==> src/rtl/scan_sync_tracker.sv <==
// Scanner sync conditioner: synchronises the raw sync line, validates half-scan
// boundaries, keeps the free-running timestamp and per-direction IIR averages.
module scan_sync_tracker #(
  parameter logic [31:0] TIME_INIT  = 32'd0,
  parameter logic [31:0] MIN_HALF   = 32'd1000,
  parameter logic [31:0] MAX_HALF   = 32'd1_000_000,
  parameter int unsigned AVG_SHIFT  = 4,
  parameter int unsigned TOL_SHIFT  = 3,
  parameter int unsigned LOCK_COUNT = 8
) (
  input  logic        clk,
  input  logic        reset_n,
  input  logic        i_scan_sync_raw,
  output logic [31:0] o_sig_time,
  output logic        o_sync_start,
  output logic        o_dir,
  output logic [31:0] o_afll_ltr,
  output logic [31:0] o_afll_rtl,
  output logic        o_locked,
  output logic [15:0] o_glitch_count
);

  typedef enum logic [1:0] {S_IDLE, S_ACQUIRE, S_LOCKED} state_t;

  state_t           r_state, w_state_nx;
  logic             r_sync1, r_sync_s, r_sync_d;
  logic [31:0]      r_time, r_last_edge;
  logic             r_acc_level, r_dir, r_sync_start;
  logic [15:0]      r_glitch_count;
  logic [1:0]       r_seed, w_seed_nx;
  logic [7:0]       r_good, w_good_nx;
  logic [1:0][31:0] r_avg, w_avg_nx;

  logic               w_edge, w_new_lvl, w_accept, w_glitch, w_timeout, w_big, w_intol;
  logic [31:0]        w_interval, w_avg_cur, w_iir;
  logic signed [32:0] w_diff, w_iir_step;
  logic [32:0]        w_absdiff;

  assign w_edge     = r_sync_s ^ r_sync_d;
  assign w_interval = r_time - r_last_edge;
  assign w_new_lvl  = r_sync_s != r_acc_level;
  assign w_accept   = w_edge && ((r_state == S_IDLE) || (w_new_lvl && w_interval >= MIN_HALF));
  assign w_glitch   = w_edge && (r_state != S_IDLE) && w_new_lvl && (w_interval < MIN_HALF);
  assign w_timeout  = !w_edge && (r_state != S_IDLE) && (w_interval > MAX_HALF);
  assign w_big      = w_interval > MAX_HALF;

  // Index 0 = LTR, 1 = RTL; the half that just ended matches the new level.
  assign w_avg_cur  = r_avg[r_sync_s];
  assign w_diff     = $signed({1'b0, w_interval}) - $signed({1'b0, w_avg_cur});
  assign w_absdiff  = w_diff[32] ? 33'(-w_diff) : 33'(w_diff);
  assign w_intol    = w_absdiff <= {1'b0, w_avg_cur >> TOL_SHIFT};
  assign w_iir_step = w_diff >>> AVG_SHIFT;
  assign w_iir      = w_avg_cur + 32'(w_iir_step);

  always_comb begin
    w_state_nx = r_state;
    w_seed_nx  = r_seed;
    w_good_nx  = r_good;
    w_avg_nx   = r_avg;
    if (w_accept) begin
      unique case (r_state)
        S_IDLE: w_state_nx = S_ACQUIRE;
        S_ACQUIRE: begin
          if (w_big) begin
            w_seed_nx = '0;
            w_good_nx = '0;
          end else if (!r_seed[r_sync_s]) begin
            w_avg_nx[r_sync_s]  = w_interval;
            w_seed_nx[r_sync_s] = 1'b1;
          end else if (w_intol) begin
            w_avg_nx[r_sync_s] = w_iir;
            w_good_nx          = r_good + 8'd1;
            if ((&r_seed) && ({24'd0, w_good_nx} >= LOCK_COUNT)) w_state_nx = S_LOCKED;
          end else begin
            w_avg_nx[r_sync_s] = w_interval;
            w_good_nx          = '0;
          end
        end
        S_LOCKED: begin
          // Losing lock keeps the averages; only an over-long half drops the seeds.
          if (w_big || !w_intol) begin
            w_state_nx = S_ACQUIRE;
            w_good_nx  = '0;
            if (w_big) w_seed_nx = '0;
          end else begin
            w_avg_nx[r_sync_s] = w_iir;
          end
        end
        default: w_state_nx = S_IDLE;
      endcase
    end else if (w_timeout) begin
      w_state_nx = S_IDLE;
      w_seed_nx  = '0;
      w_good_nx  = '0;
    end
  end

  always_ff @(posedge clk or negedge reset_n) begin
    if (!reset_n) begin
      r_sync1        <= 1'b0;
      r_sync_s       <= 1'b0;
      r_sync_d       <= 1'b0;
      r_time         <= TIME_INIT;
      r_last_edge    <= '0;
      r_acc_level    <= 1'b0;
      r_dir          <= 1'b0;
      r_sync_start   <= 1'b0;
      r_glitch_count <= '0;
      r_state        <= S_IDLE;
      r_seed         <= '0;
      r_good         <= '0;
      r_avg          <= '0;
    end else begin
      r_sync1      <= i_scan_sync_raw;
      r_sync_s     <= r_sync1;
      r_sync_d     <= r_sync_s;
      r_time       <= r_time + 32'd1;
      r_sync_start <= w_accept;
      r_state      <= w_state_nx;
      r_seed       <= w_seed_nx;
      r_good       <= w_good_nx;
      r_avg        <= w_avg_nx;
      if (w_accept) begin
        r_last_edge <= r_time;
        r_acc_level <= r_sync_s;
        r_dir       <= ~r_sync_s;
      end
      if (w_glitch && (r_glitch_count != 16'hFFFF)) r_glitch_count <= r_glitch_count + 16'd1;
    end
  end

  assign o_sig_time     = r_time;
  assign o_sync_start   = r_sync_start;
  assign o_dir          = r_dir;
  assign o_afll_ltr     = r_avg[0];
  assign o_afll_rtl     = r_avg[1];
  assign o_locked       = (r_state == S_LOCKED);
  assign o_glitch_count = r_glitch_count;

endmodule

==> config.mk <==
export PLATFORM = sky130hd
export DESIGN_NAME = scan_sync_tracker
export DESIGN_NICKNAME = d
export VERILOG_FILES = /design/src/rtl/scan_sync_tracker.sv
export SDC_FILE = /design/constraint.sdc
export NUM_CORES = 1
export LEC_CHECK = 0
export ABC_AREA = 0
export CORE_UTILIZATION = 41
export DETAILED_ROUTE_END_ITERATION = 7
export SYNTH_ARGS = -nofsm -noshare
export SYNTH_HDL_FRONTEND = slang
export SYNTH_SLANG_ARGS = --single-unit
export TNS_END_PERCENT = 30
==> constraint.sdc <==
create_clock -name clk -period 22.9 [get_ports clk]
set_input_delay 3.435 -clock clk [delete_from_list [all_inputs] [get_ports clk]]
set_output_delay 3.435 -clock clk [all_outputs]
set_load 0.01 [all_outputs]
==> results of run 1 <==
[cell usage after synthesis, drive strengths merged (12+ instances only)]
library cell / n / area [um^2]
o211ai: 17 / 133
clkbuf: 29 / 109
mux2: 92 / 1110
nand3: 60 / 300
a211oi: 12 / 105
nand4: 27 / 169
xnor2: 106 / 943
a31oi: 14 / 103
a21o: 45 / 338
inv: 104 / 390
nor2b: 20 / 125
nor3: 37 / 196
o21ai: 105 / 526
ha: 129 / 1610
or3: 14 / 87.6
mux2i: 51 / 510
dfrtp: 162 / 4050
buf: 15 / 97.6
nand2b: 24 / 150
o21a: 21 / 158
and3: 34 / 213
a21oi: 85 / 425
nand2: 109 / 409
xor2: 38 / 340
nor4: 15 / 106
nor2: 72 / 270
and2: 22 / 143
[worst register-to-register path: cells and delay by family, from the launching register on]
family	cells	cell delay, ps
AO/OA/AOI/OAI	16	4170
buffers and inverters	5	1320
adder cells (fa/ha/maj)	4	1290
AND/OR/NAND/NOR	6	910
XOR/XNOR	2	660
multiplexers	2	650
flip-flops	1	460
[layer usage]
metal | track usage, % | wire (um) | up-vias
li1 | - | - | 6058
met1 | 31.3 | 19200 | 5915
met2 | 32.9 | 16600 | 279
met3 | 3.37 | 1730 | 27
met4 | 5.37 | 542 | 0
met5 | 0 | 0 | -
[state kept, by name (all words and copies together), names as in the netlist]
name            cells
o_sync_start        1
r_seed              2
r_state             2
o_glitch_count     16
r_last_edge        32
r_sync_d            1
r_acc_level         1
o_sig_time         32
o_afll_ltr         32
r_sync_s            1
r_sync1             1
o_afll_rtl         32
r_good              8
o_dir               1
[worst max path at each step]
stage                                        from                          to  slack (ps)
after detailed placement  o_sig_time[0]$_DFF_PN0_  o_afll_ltr[31]$_DFFE_PN0P_       13320
after CTS                 o_sig_time[0]$_DFF_PN0_  o_afll_ltr[31]$_DFFE_PN0P_       13300
after global placement    o_sig_time[0]$_DFF_PN0_  o_afll_rtl[31]$_DFFE_PN0P_       13440
after floorplan                r_sync_s$_DFF_PN0_  o_afll_ltr[10]$_DFFE_PN0P_       14810
after global routing      o_sig_time[0]$_DFF_PN0_  o_afll_rtl[31]$_DFFE_PN0P_       12680
final                     o_sig_time[0]$_DFF_PN0_  o_afll_ltr[31]$_DFFE_PN0P_       13290
[cell families after synthesis]
kind of cell	Yosys count	synth area share (%)
AO/OA/AOI/OAI	390	18.2
buffers and inverters	148	4.14
flip-flops	162	28.1
AND/OR/NAND/NOR	481	17.6
XOR/XNOR	144	8.91
adder cells (fa/ha/maj)	134	11.8
multiplexers	143	11.2
[per-stage QoR]
stage                     hold WS, ps  worst slack, ps  std cells
after floorplan                   331            14810       1602
after global placement            340            13440       2138
after detailed placement          346            13320       2138
after CTS                         356            13300       2170
after global routing              372            12680       2170
final                             352            13290       2170
[final cells by class]
| class | instances | area share [%] |
|---|---|---|
| Inverter | 104 | 2.36 |
| Timing Repair Buffer | 125 | 7.44 |
| Clock inverter | 13 | 0.710 |
| Sequential cell | 162 | 24.5 |
| Tap cell | 455 | 3.44 |
| Multi-Input combinational cell | 1292 | 58.9 |
| Clock buffer | 19 | 2.61 |
==> run_results.csv, run 1 <==
group,metric,value,unit
run_status,outcome,"finished clean",
final_layout,fin_util,47.9,%
timing,period_needed,9610,ps
setup_path,cp_slowest_stage_delay,620,ps
synth,ys.flop_type,"dfrtp_1",
timing,drv_slew,0,
drt,remaining_drc_errors,0,
place,portBuffers,117,
final_layout,drive_above_1_share,9.21,%
synth,synthArstFlopShare,100,%
worst_hold_path,hold_path_startpoint,"r_sync1$_DFF_PN0_",
die,core_area,34500,um^2
place,dpl_cell_area,16000,um^2
clocking,cts_root_buffer,"clkbuf_16",
final_layout,final_cell_mix,"dfrtp_1, ha_1, clkdlybuf4s50_1",
die,top_level_ports,118,
clocking,post_cts_buffers,0,
synth,seq_area_frac_synth,28.1,%
clocking,cts_made_buffers,17,
setup_path,worstPathBufferInverterCount,5,
final_layout,area_growth_syn_to_layout,14.9,%
place,gp_congestion,0.947,
setup_path,crit_slowest_cell,"inv_1",
worst_hold_path,worst_hold_path_type,"reg -> reg",
synth,yosysUniqueCellTypes,85,
final_layout,nFillCells,3323,
setup_path,worstPathRequired,23230,ps
setup_path,cp_max_fo,23,
synth,synth_fp_nets,1737,
final_layout,fin_area,16600,um^2
clocking,clkTransAtPathRegs,70,ps
final_layout,diodes,0,
die,rows,68,
die,die_w,189,um
timing,finClkSkew,9.87,ps
global_routing,antenna_found_initial,0,
synth,ys_seq_elements,162,
setup_path,r2r_slack,13290,ps
clocking,cts_buffer_depth,2,
setup_path,cpLargestDelayFamily,"compound AO/OA/AOI/OAI gates",
clocking,cts_tree,"done",
worst_hold_path,min_to,"r_sync_s$_DFF_PN0_",
setup_path,path_class,"reg -> reg",
clocking,cts_resized,0,
drt,drtIter0Drc,820,
drt,avgRoutedWirePerCell,17.6,um
drt,vias_per_cell,5.66,
global_routing,grt_max_degree,94,
setup_path,crit_arrival,9940,ps
timing,finalHoldViolCount,0,
setup_path,crit_top_cell,"inv_1",
timing,final.period_utilization,42.0,%
setup_path,start_kind,"flop",
setup_path,reg2reg_from,"o_sig_time[0]$_DFF_PN0_",
die,design.die.area,35900,um^2
final_layout,final_common_cell,"dfrtp_1",
final_layout,seq_area,4060,um^2
clocking,holdBufCountCts,0,
drt,vias,12300,
global_routing,grt_overflow,0,
setup_path,end_kind,"flop",
global_routing,grt_usage,21.5,%
clocking,clk_latency,440,ps
worst_hold_path,min_path_cells,0,
setup_path,reg2regPathDepth,35,
clocking,cts_max_level,4,
timing,rsz0062_at_grt,"no",
timing,slew_headroom,38.7,%
synth,yosysWarningCount,0,
timing,fmax,0.104,GHz
setup_path,r2r_end,"o_afll_ltr[31]$_DFFE_PN0P_",
global_routing,grt_pass1_vias,11700,
timing,setup_violations,0,
synth,avgSynthCellArea,8.99,um^2
synth,syn_area,14400,um^2
drt,firstDrtPassIters,5,
timing,tightest_slew,919,ps
drt,wirelength,38.1,mm
die,die_h,189,um
final_layout,multi_input_area,9760,um^2
die,initial_core_util,41.7,%
drt,ant_nets,0,
place,dpl.hpwl,30.1,mm
synth,synth-edff-count,0,
setup_path,crit_cells,35,
global_routing,grt_pass1_wl,61.7,mm
synth,synth_cells,1602,
final_layout,nNetsFinal,1837,
run,maxCapViolations,0,
timing,setup_tns,0,ps
clocking,clock_sinks,162,
Power of run 1 is not shown: default switching activity piles up to over one toggle a cycle in this logic, so the estimate is an artifact.
==> run 2: changes to the inputs <==
Clock period 22.9 ns to 8.2 ns, I/O delays scaled along.
==> run 2 against run 1 <==
Compared with the run above:
- clock-buffer cell count stayed put
- fmax is 24% higher
- register-to-register slack worse by 13000 ps
- design area is 4.4% higher
- cell count is 2.9% higher
- worst setup slack worse by 13000 ps
- routed wire length is 1.0% higher
- non-clock buffer count is 63 higher
- first-iteration DRC count is 0.85% lower
==> run_results.csv, run 2 (synthesized netlist as in run 1, its figures left out) <==
group,metric,value,unit
place,dpl.hpwl,30.6,mm
place,portBuffers,117,
clocking,cts_tree,"done",
die,top_level_ports,118,
place,gp_congestion,0.933,
timing,tightest_slew,922,ps
setup_path,reg2regPathDepth,35,
final_layout,seq_area,4060,um^2
setup_path,cp_slowest_stage_delay,410,ps
global_routing,grt_pass1_wl,62.1,mm
worst_hold_path,min_to,"r_sync_s$_DFF_PN0_",
global_routing,grt_pass1_vias,11800,
global_routing,grt_max_degree,98,
final_layout,final_cell_mix,"dfrtp_1, ha_1, clkdlybuf4s50_1",
setup_path,worstPathRequired,8530,ps
final_layout,diodes,0,
die,rows,68,
setup_path,r2r_end,"o_afll_ltr[3]$_DFFE_PN0P_",
setup_path,end_kind,"flop",
timing,setup_ws,418,ps
setup_path,reg2reg_from,"o_sig_time[0]$_DFF_PN0_",
clocking,clock_sinks,162,
global_routing,grt_usage,21.7,%
timing,drv_slew,0,
drt,wirelength,38.5,mm
final_layout,area_growth_syn_to_layout,20.0,%
timing,finClkSkew,14.0,ps
global_routing,antenna_found_initial,0,
setup_path,crit_arrival,8110,ps
drt,avgRoutedWirePerCell,17.2,um
die,design.die.area,35900,um^2
timing,setup_violations,0,
clocking,holdBufCountCts,0,
die,core_area,34500,um^2
drt,firstDrtPassIters,5,
timing,rsz0062_at_grt,"no",
clocking,cts_root_buffer,"clkbuf_16",
final_layout,nNetsFinal,1900,
drt,vias_per_cell,5.54,
timing,slew_headroom,38.5,%
run,maxCapViolations,0,
timing,final.period_utilization,94.9,%
drt,ant_nets,0,
clocking,cts_made_buffers,17,
worst_hold_path,hold_path_startpoint,"r_sync1$_DFF_PN0_",
clocking,cts_max_level,4,
clocking,clk_latency,460,ps
setup_path,cp_max_fo,21,
setup_path,start_kind,"flop",
worst_hold_path,worst_hold_path_type,"reg -> reg",
run_status,outcome,"finished clean",
global_routing,grt_overflow,0,
final_layout,final_common_cell,"dfrtp_1",
timing,setup_tns,0,ps
die,initial_core_util,41.7,%
drt,remaining_drc_errors,0,
final_layout,drive_above_1_share,14.2,%
clocking,cts_buffer_depth,2,
die,die_w,189,um
timing,fmax,0.129,GHz
clocking,clkTransAtPathRegs,70,ps
setup_path,r2r_slack,420,ps
die,die_h,189,um
timing,finalHoldViolCount,0,
final_layout,multi_input_area,9930,um^2
drt,vias,12400,
worst_hold_path,min_path_cells,0,
place,dp_worst_setup_slack,110,ps
setup_path,path_class,"reg -> reg",
final_layout,nFillCells,3283,
setup_path,crit_slowest_cell,"or3_4",
drt,drtIter0Drc,813,
timing,period_needed,7780,ps
==> run 2: how the worst max path moves through the flow <==
stage | start | end | depth (start not counted)
floorplan | r_sync_s$_DFF_PN0_ | o_afll_ltr[10]$_DFFE_PN0P_ | 35
global route | o_sig_time[0]$_DFF_PN0_ | o_afll_ltr[5]$_DFFE_PN0P_ | 35
finish | o_sig_time[0]$_DFF_PN0_ | o_afll_ltr[3]$_DFFE_PN0P_ | 35
global placement | o_sig_time[1]$_DFF_PN0_ | o_afll_rtl[31]$_DFFE_PN0P_ | 38
CTS | o_sig_time[0]$_DFF_PN0_ | o_afll_rtl[31]$_DFFE_PN0P_ | 39
detailed placement | o_sig_time[0]$_DFF_PN0_ | o_afll_rtl[31]$_DFFE_PN0P_ | 39
==> run 2: cell type report <==
type                            count  share of cell area, %
Multi-Input combinational cell   1292                   57.4
Inverter                          104                   2.28
Sequential cell                   162                   23.5
Timing Repair Buffer              188                   9.95
Clock inverter                     12                  0.984
Tap cell                          455                   3.29
Clock buffer                       19                   2.62
==> run 2: routing by layer <==
metal  up-vias  global-route usage (%)  wire length (um)
met5         -                       0                 0
met2       261                    33.6             16800
met4         0                    5.92               618
met3        38                    3.00              1400
li1       6166                       -                 -
met1      5899                    31.5             19700
==> run 2: repair_timing <==
item	CTS	global route
endpoints found under the setup margin	0	74
gates resized for setup	0	42
setup buffers	0	10
==> run 2: through the flow <==
step           cells  area (um^2)  utilization [%]  hold slack, ps
3_3_place_gp    2191        16400             47.5             346
4_1_cts         2222        17000             49.3             365
2_1_floorplan   1602        14400                -             331
6_report        2232        17300             50.1             365
5_1_grt         2232        17300             50.1             379
3_5_place_dp    2191        16400             47.5             335
==> run 2: critical path, delay by kind of cell, from the launching register on <==
family                   cells  cell delay [ps]
adder cells (fa/ha/maj)      4             1190
XOR/XNOR                     2              510
AND/OR/NAND/NOR              3              660
AO/OA/AOI/OAI               19             3660
flip-flops                   1              380
buffers and inverters        5              660
multiplexers                 2              580
Power of run 2 is left out for the same reason.
